File: src/rtl/writeback_arbiter.sv
// writeback_arbiter: merges the in-order pipeline writeback (port A) and the
// buffered mult/div result stream (port B) onto the single register file
// write port. Port A always wins; port B drains through a DEPTH-entry FIFO.
// Optional feature macro: WB_SQUASH_EN (A writes squash queued B entries
// targeting the same register).
module writeback_arbiter #(
   parameter int unsigned DEPTH = 4
) (
   input  logic                     CLK,
   input  logic                     RST,
   input  logic                     a_valid,
   input  logic [4:0]               a_wsel,
   input  logic [31:0]              a_wdat,
   input  logic                     b_valid,
   output logic                     b_ready,
   input  logic [4:0]               b_wsel,
   input  logic [31:0]              b_wdat,
   output logic                     WEN,
   output logic [4:0]               wsel,
   output logic [31:0]              wdat,
   output logic [31:0]              busy,
   output logic [$clog2(DEPTH):0]   b_count
);

   localparam int unsigned PW = $clog2(DEPTH);
   localparam int unsigned CW = PW + 1;

   logic [DEPTH-1:0] ent_valid;
   logic [4:0]       ent_wsel [DEPTH];
   logic [31:0]      ent_wdat [DEPTH];
   logic [PW-1:0]    rd_ptr;
   logic [PW-1:0]    wr_ptr;

   logic a_take;
   logic pop;
   logic push;
   logic push_valid;

   // Backpressure depends only on the registered occupancy
   assign b_ready = (b_count != CW'(DEPTH));

   // Slot arbitration: a write to r0 never claims the slot
   always_comb begin
      a_take = a_valid && (a_wsel != 5'd0);
      pop    = !a_take && (b_count != '0);
      push   = b_valid && b_ready && (b_wsel != 5'd0);
`ifdef WB_SQUASH_EN
      push_valid = !(a_take && (b_wsel == a_wsel));
`else
      push_valid = 1'b1;
`endif
   end

   // Entry valid bits: cleared on pop (and on squash), set on enqueue
   always_ff @(posedge CLK) begin
      if (RST) begin
         ent_valid <= '0;
      end else begin
`ifdef WB_SQUASH_EN
         if (a_take) begin
            for (int i = 0; i < DEPTH; i++) begin
               if (ent_wsel[i] == a_wsel) ent_valid[i] <= 1'b0;
            end
         end
`endif
         if (pop)  ent_valid[rd_ptr] <= 1'b0;
         if (push) ent_valid[wr_ptr] <= push_valid;
      end
   end

   // Entry payload storage; only meaningful while the valid bit is set
   always_ff @(posedge CLK) begin
      if (push) begin
         ent_wsel[wr_ptr] <= b_wsel;
         ent_wdat[wr_ptr] <= b_wdat;
      end
   end

   // Pointers wrap naturally modulo DEPTH; the counter separates full/empty
   always_ff @(posedge CLK) begin
      if (RST) begin
         rd_ptr  <= '0;
         wr_ptr  <= '0;
         b_count <= '0;
      end else begin
         if (pop)  rd_ptr <= rd_ptr + PW'(1);
         if (push) wr_ptr <= wr_ptr + PW'(1);
         case ({push, pop})
            2'b10:   b_count <= b_count + CW'(1);
            2'b01:   b_count <= b_count - CW'(1);
            default: b_count <= b_count;
         endcase
      end
   end

   // Registered register-file write port
   always_ff @(posedge CLK) begin
      if (RST) begin
         WEN  <= 1'b0;
         wsel <= 5'd0;
         wdat <= 32'd0;
      end else if (a_take) begin
         WEN  <= 1'b1;
         wsel <= a_wsel;
         wdat <= a_wdat;
      end else if (pop && ent_valid[rd_ptr]) begin
         WEN  <= 1'b1;
         wsel <= ent_wsel[rd_ptr];
         wdat <= ent_wdat[rd_ptr];
      end else begin
         WEN  <= 1'b0;
         wsel <= 5'd0;
         wdat <= 32'd0;
      end
   end

   // In-flight register mask for the hazard unit
   always_comb begin
      busy = '0;
      for (int i = 0; i < DEPTH; i++) begin
         if (ent_valid[i]) busy[ent_wsel[i]] = 1'b1;
      end
      if (WEN) busy[wsel] = 1'b1;
      busy[0] = 1'b0;
   end

endmodule

File: config.mk
export PLATFORM = sky130hd
export DESIGN_NAME = writeback_arbiter
export DESIGN_NICKNAME = d
export VERILOG_FILES = /design/src/rtl/writeback_arbiter.sv
export SDC_FILE = /design/constraint.sdc
export NUM_CORES = 1
export LEC_CHECK = 0
export CAP_MARGIN = 20
export CORE_ASPECT_RATIO = 0.8
export CORE_MARGIN = 1
export CORE_UTILIZATION = 45
export DETAILED_ROUTE_END_ITERATION = 10
export MAX_ROUTING_LAYER = met4
export PLACE_DENSITY_LB_ADDON = 0.05
export SLEW_MARGIN = 20
export SYNTH_ARGS = -nofsm -noshare
export SYNTH_HDL_FRONTEND = slang
export SYNTH_SLANG_ARGS = --single-unit
File: constraint.sdc
create_clock -name CLK -period 4.5 [get_ports CLK]
set_clock_uncertainty 0.2 [all_clocks]
set_input_delay 1.35 -clock CLK [delete_from_list [all_inputs] [get_ports CLK]]
set_output_delay 1.35 -clock CLK [all_outputs]
set_load 0.05 [all_outputs]
**After elaboration in Yosys (flattened, before gate mapping)**

Memories as Yosys holds them, arrays and structs flattened. A register that Yosys moved wholly into a read port is not among the register bits.
Cells that the tools add are included.

- Flip-flop bits (word level): 49
- Bits in latches: 0
- RAM bits: 148
- ROM bits: 0
- Input bits: 78
- Memories kept: 2

Memory list:

| memory | depth | width | rd ports | clocked after memory_dff | wr ports | RTL line | source |
|---|---|---|---|---|---|---|---|
| ent_wdat | 4 | 32 | 1 | 1 | 1 | 30 | `logic [31:0] ent_wdat [DEPTH];` |
| ent_wsel | 4 | 5 | 5 | 1 | 1 | 29 | `logic [4:0] ent_wsel [DEPTH];` |

- Add/subtract/negate cells: 4
- $mul: 0
- Div/mod/pow operators: 0
- Magnitude comparators: 14
- Eq/ne operators: 3
- Shift-type cells: 0
- Multiplexer cells: 37
- Bitwise operators: 7
- Reductions and logical operators: 17

Operators with widths:

| kind | number |
|---|---|
| $mux W32 | 7 |
| $or A32 B32 Y32 | 4 |
| $lt A5 B6 Y1 const B | 5 |
| $demux W1 S5 | 5 |
| $ge A5 B1 Y1 const B | 5 |
| $logic_and A1 B1 Y1 | 12 |
| $mux W1 | 12 |
| $mux W4 | 3 |
| $mux W5 | 2 |
| $reduce_bool A5 Y1 | 2 |
| $mux W2 | 4 |
| $lt A2 B3 Y1 const B | 2 |
| $pmux W3 S2 | 1 |
| $add A2 B1 Y2 const B | 2 |
| $and A4 B4 Y4 | 1 |
| $demux W1 S2 | 2 |
| $ge A2 B1 Y1 const B | 2 |
| $not A4 Y4 | 1 |
| $or A4 B4 Y4 | 1 |
| $add A3 B1 Y3 const B | 1 |
| $ne A3 B3 Y1 const B | 1 |
| $reduce_bool A3 Y1 | 1 |
| $sub A3 B1 Y3 const B | 1 |
| $bmux W1 S2 | 1 |
| 4 further kinds | 4 |

**Depth between registers and ports, before layout**

An unclocked memory read counts as a cell.

- Word-level depth: 14
- Mapped depth: 9
- Mapped depth without buffers: 9

**Least setup slack after synthesis**

No wires, ideal clock.

- Path kind: in2reg
- Start point: input b_wsel[0]
- End point: register b_count[2]
- Arrival time: 3330 ps
- Setup slack: 899 ps
- Stages: 9
- Buffers on the path: 0
- Path through: or4_4 o211a_4 inv_1 ha_1 inv_1 fa_1 xor2_1 or3_1 a21oi_1

- Cells in the longest elaborated chain, start to end: 4

Ends and longest elaborated chain:

| item | RTL line | source |
|---|---|---|
| start: declaration | 16 | `input logic [4:0] b_wsel,` |
| $reduce_bool A5 Y1 * | 46 | `push = b_valid && b_ready && (b_wsel != 5'd0);` |
| $logic_and A1 B1 Y1 * | 46 |  |
| $eq A2 B1 Y1 / $eq A2 B2 Y1 (equally long branches) | 88 | `case ({push, pop})` |
| $pmux W3 S2 / $reduce_bool A2 Y1 (equally long branches) | -- |  |
| end signal: assignment | 89 | `2'b10: b_count <= b_count + CW'(1);` |
| end signal: assignment | 90 | `2'b01: b_count <= b_count - CW'(1);` |
| end signal: assignment | 91 | `default: b_count <= b_count;` |
| end: declaration | 22 | `output logic [$clog2(DEPTH):0] b_count` |

Every way passes the cells marked *; elsewhere a longest branch is shown, timed or not.
A chain may end at the register's enable or synchronous reset.

==> impl_metrics.yaml <==
critical_path:
  endpoint: "busy[8]"
  worstSetupStartpoint: "ent_wsel[1][4]"
  critPathLaunchType: "register"
  critPathMaxStageDelay_ps: 810
  r2r-end: "b_count[2]"
  endpoint_kind: "primary output"
  cp.arrival_ps: 2770
  crit_path_top_delay_cell: "clkdlybuf4s50_1"
  critical_path_class: "reg -> out"
  worstPathCellList: "nor3b_1, a22oi_1, nand3_1, clkdlybuf4s50_1"
  regToRegSetupSlack_ps: 1820
  cp_max_fo: 9
  reg2reg_from: "b_count[2]"
  worstPathRequired_ps: 2950
  r2r_cells: 9
outcome:
  status: "finished clean"
synth:
  synthesis.nets: 670
  syn_avg_cell_area_um2: 14.8
  ys_ff_latch: 199
  synthCells: 582
  ys_async_sr_fraction_pct: 0
  yosysSeqAreaShare_pct: 63.4
  synthFlopType: "edfxtp_1"
  synth_area_um2: 8630
  synth_cell_types: 42
  yosysWarnings: 0
  synth_edf_count: 148
cells_and_area:
  drive_gt1_share_pct: 12.6
  syn_to_final_growth_pct: 26.7
  final.fill_count: 1443
  seq_area_um2: 5470
  multiInputGateArea_um2: 2940
  antenna_cells: 0
  utilization_pct: 59.3
  fin_nets: 811
die:
  die_y_um: 126
  io_pins: 152
  initial_core_util_pct: 46.8
  design.core.area_um2: 18400
  rows: 44
  fp.dieW_um: 157
  dieArea_um2: 19700
place:
  io_buffer_count: 150
  place.gp.congestion: 0.903
  dpl.hpwl_um: 15100
timing:
  setup_viol: 0
  finalCritPeriodShare_pct: 96.1
  hold_viol: 0
  slew_headroom_pct: 28.8
  tns_ps: 0
  slew_violations: 0
  max_clock_freq_mhz: 231
  rsz0062_at_grt: "false"
  fin_crit_ps: 4320
  tightest_slew_ps: 1070
power_and_ir_drop:
  p_leak_uw: 0.00352
  worst_ir_drop_vdd_mv: 0.411
  powerDensity_nw_per_um2: 446
global_route:
  gr-usage-all-layers_pct: 24.5
  grt_pass1_vias: 5790
  grt_max_degree: 39
  grt_pass1_wl_um: 33900
  grt_antenna_before_repair: 0
  grt.overflow.total: 0
routing:
  wl_um: 22600
  vias: 5806
  dr.pass1.iters: 5
  drc: 0
  wl_per_cell_um: 22.8
  drtIter0Drc: 376
  detail-route-antenna-nets: 0
  avgViaCountPerCell: 5.87
clock_tree:
  clk_path_buf_depth: 2
  cts_tree: "yes"
  clockRootBuffer: "clkbuf_16"
  cts_buffers: 17
  cts_setup_buffers: 0
  cts.sinks: 199
  cts_resized: 0
  htreeDepth: 4
  clk_pin_slew_ps: 80
  hold_buffers: 0
  worstSkewPairLatency_ps: 430
job:
  cap_violations: 0
worst_hold_path:
  hold_path.class: "reg -> reg"
## cell usage after synthesis (6+ instances only)
master	number	area share (%)
o22ai_1	16	1.2
clkbuf_1	15	0.65
inv_1	9	0.39
o221ai_1	16	1.6
and3_1	6	0.44
dfxtp_1	51	12
nor3b_1	20	1.7
mux4_2	38	9.9
nand3b_1	22	1.9
nor2_1	47	2.0
a22oi_1	30	2.6
or3b_2	6	0.61
buf_6	7	0.91
nand2_1	24	1.0
a22o_1	36	3.7
ha_1	9	1.3
edfxtp_1	148	52
buf_2	6	0.35
nand3_1	25	1.5
## sequential cells by signal, indices dropped and copies added (netlist names), named ones only
| signal | flops |
|---|---|
| ent_wdat | 128 |
| wdat | 32 |
| ent_wsel | 20 |
| wsel | 5 |
| ent_valid | 4 |
| b_count | 3 |
| rd_ptr | 2 |
| wr_ptr | 2 |
| WEN | 1 |
## metrics by stage
stage / hold slack [ps] / std cells / area [um2] / total power [uW] / setup WS, ps
after global placement: 292 / 957 / 10300 / 3290 / 295
after CTS: 328 / 989 / 10900 / 4920 / 197
after floorplan: 314 / 582 / 8630 / 2960 / 899
after global routing: 401 / 989 / 10900 / 5070 / 44.2
final: 336 / 989 / 10900 / 4880 / 177
after detailed placement: 318 / 957 / 10300 / 3320 / 244
## metal layers
metal	wire length [um]	vias up	track usage, %	part of all wire (%)
met1	10100	2886	33.8	45
met2	10200	266	35.2	45
met4	459	0	8.19	2.0
met5	0	-	-	0
li1	-	2616	-	-
met3	1830	38	6.23	8.1
## how the worst min path moves through the flow
stage	from	endpoint	slack [ps]	cells after the start
floorplan	wr_ptr[1]	wr_ptr[1]	310	2
global placement	b_count[2]	b_count[2]	290	2
detailed placement	b_count[2]	b_count[2]	320	2
CTS	b_count[2]	b_count[2]	330	2
global route	b_count[2]	b_count[2]	400	2
finish	b_count[2]	b_count[2]	340	2
## where the power goes
| part | internal [uW] | leakage (uW) | switching [uW] |
|---|---|---|---|
| Sequential | 2150 | 0.00178 | 165 |
| Combinational | 438 | 0.00143 | 513 |
| Clock | 821 | 0.000310 | 785 |
## critical path: cells and delay by family (launching register included)
kind                   cells  cell delay (ps)
buffers and inverters      1              810
and+or+nand+nor            2              740
DFF                        1              550
AOI/OAI and AO/OA          1              240
## cells in the final DEF, fill, tap and decap left out, types with 4 or more instances in the layout
cell type	instances
a22oi_1	30
nand3b_1	22
nand2_1	24
inv_1	9
nor3b_1	20
ha_1	9
nor3_1	5
clkinv_8	7
nand3_1	25
and3_1	6
clkbuf_16	17
o21a_1	4
or3b_2	6
mux4_2	38
edfxtp_1	148
o221ai_1	16
dfxtp_1	49
o22ai_1	16
clkdlybuf4s50_1	150
nor2_1	47
a21boi_0	4
a22o_1	36
and2_4	4
## final cells by class
type / count / area share, %
Clock buffer: 17 / 3.89
Inverter: 9 / 0.309
Timing Repair Buffer: 153 / 13.9
Clock inverter: 15 / 2.04
Sequential cell: 199 / 50.0
Tap cell: 253 / 2.90
Multi-Input combinational cell: 343 / 26.9
## cell families after synthesis
logic type / after synthesis / synth area share [%]
other: 1 / 0.0435
and+or+nand+nor: 172 / 11.3
xor gates and xnor gates: 4 / 0.406
muxes: 40 / 10.2
buffers and inverters: 40 / 2.54
DFF: 199 / 63.4
adders and majority gates: 10 / 1.54
AOI/OAI and AO/OA: 116 / 10.7
(Power assumes the default switching activity.)
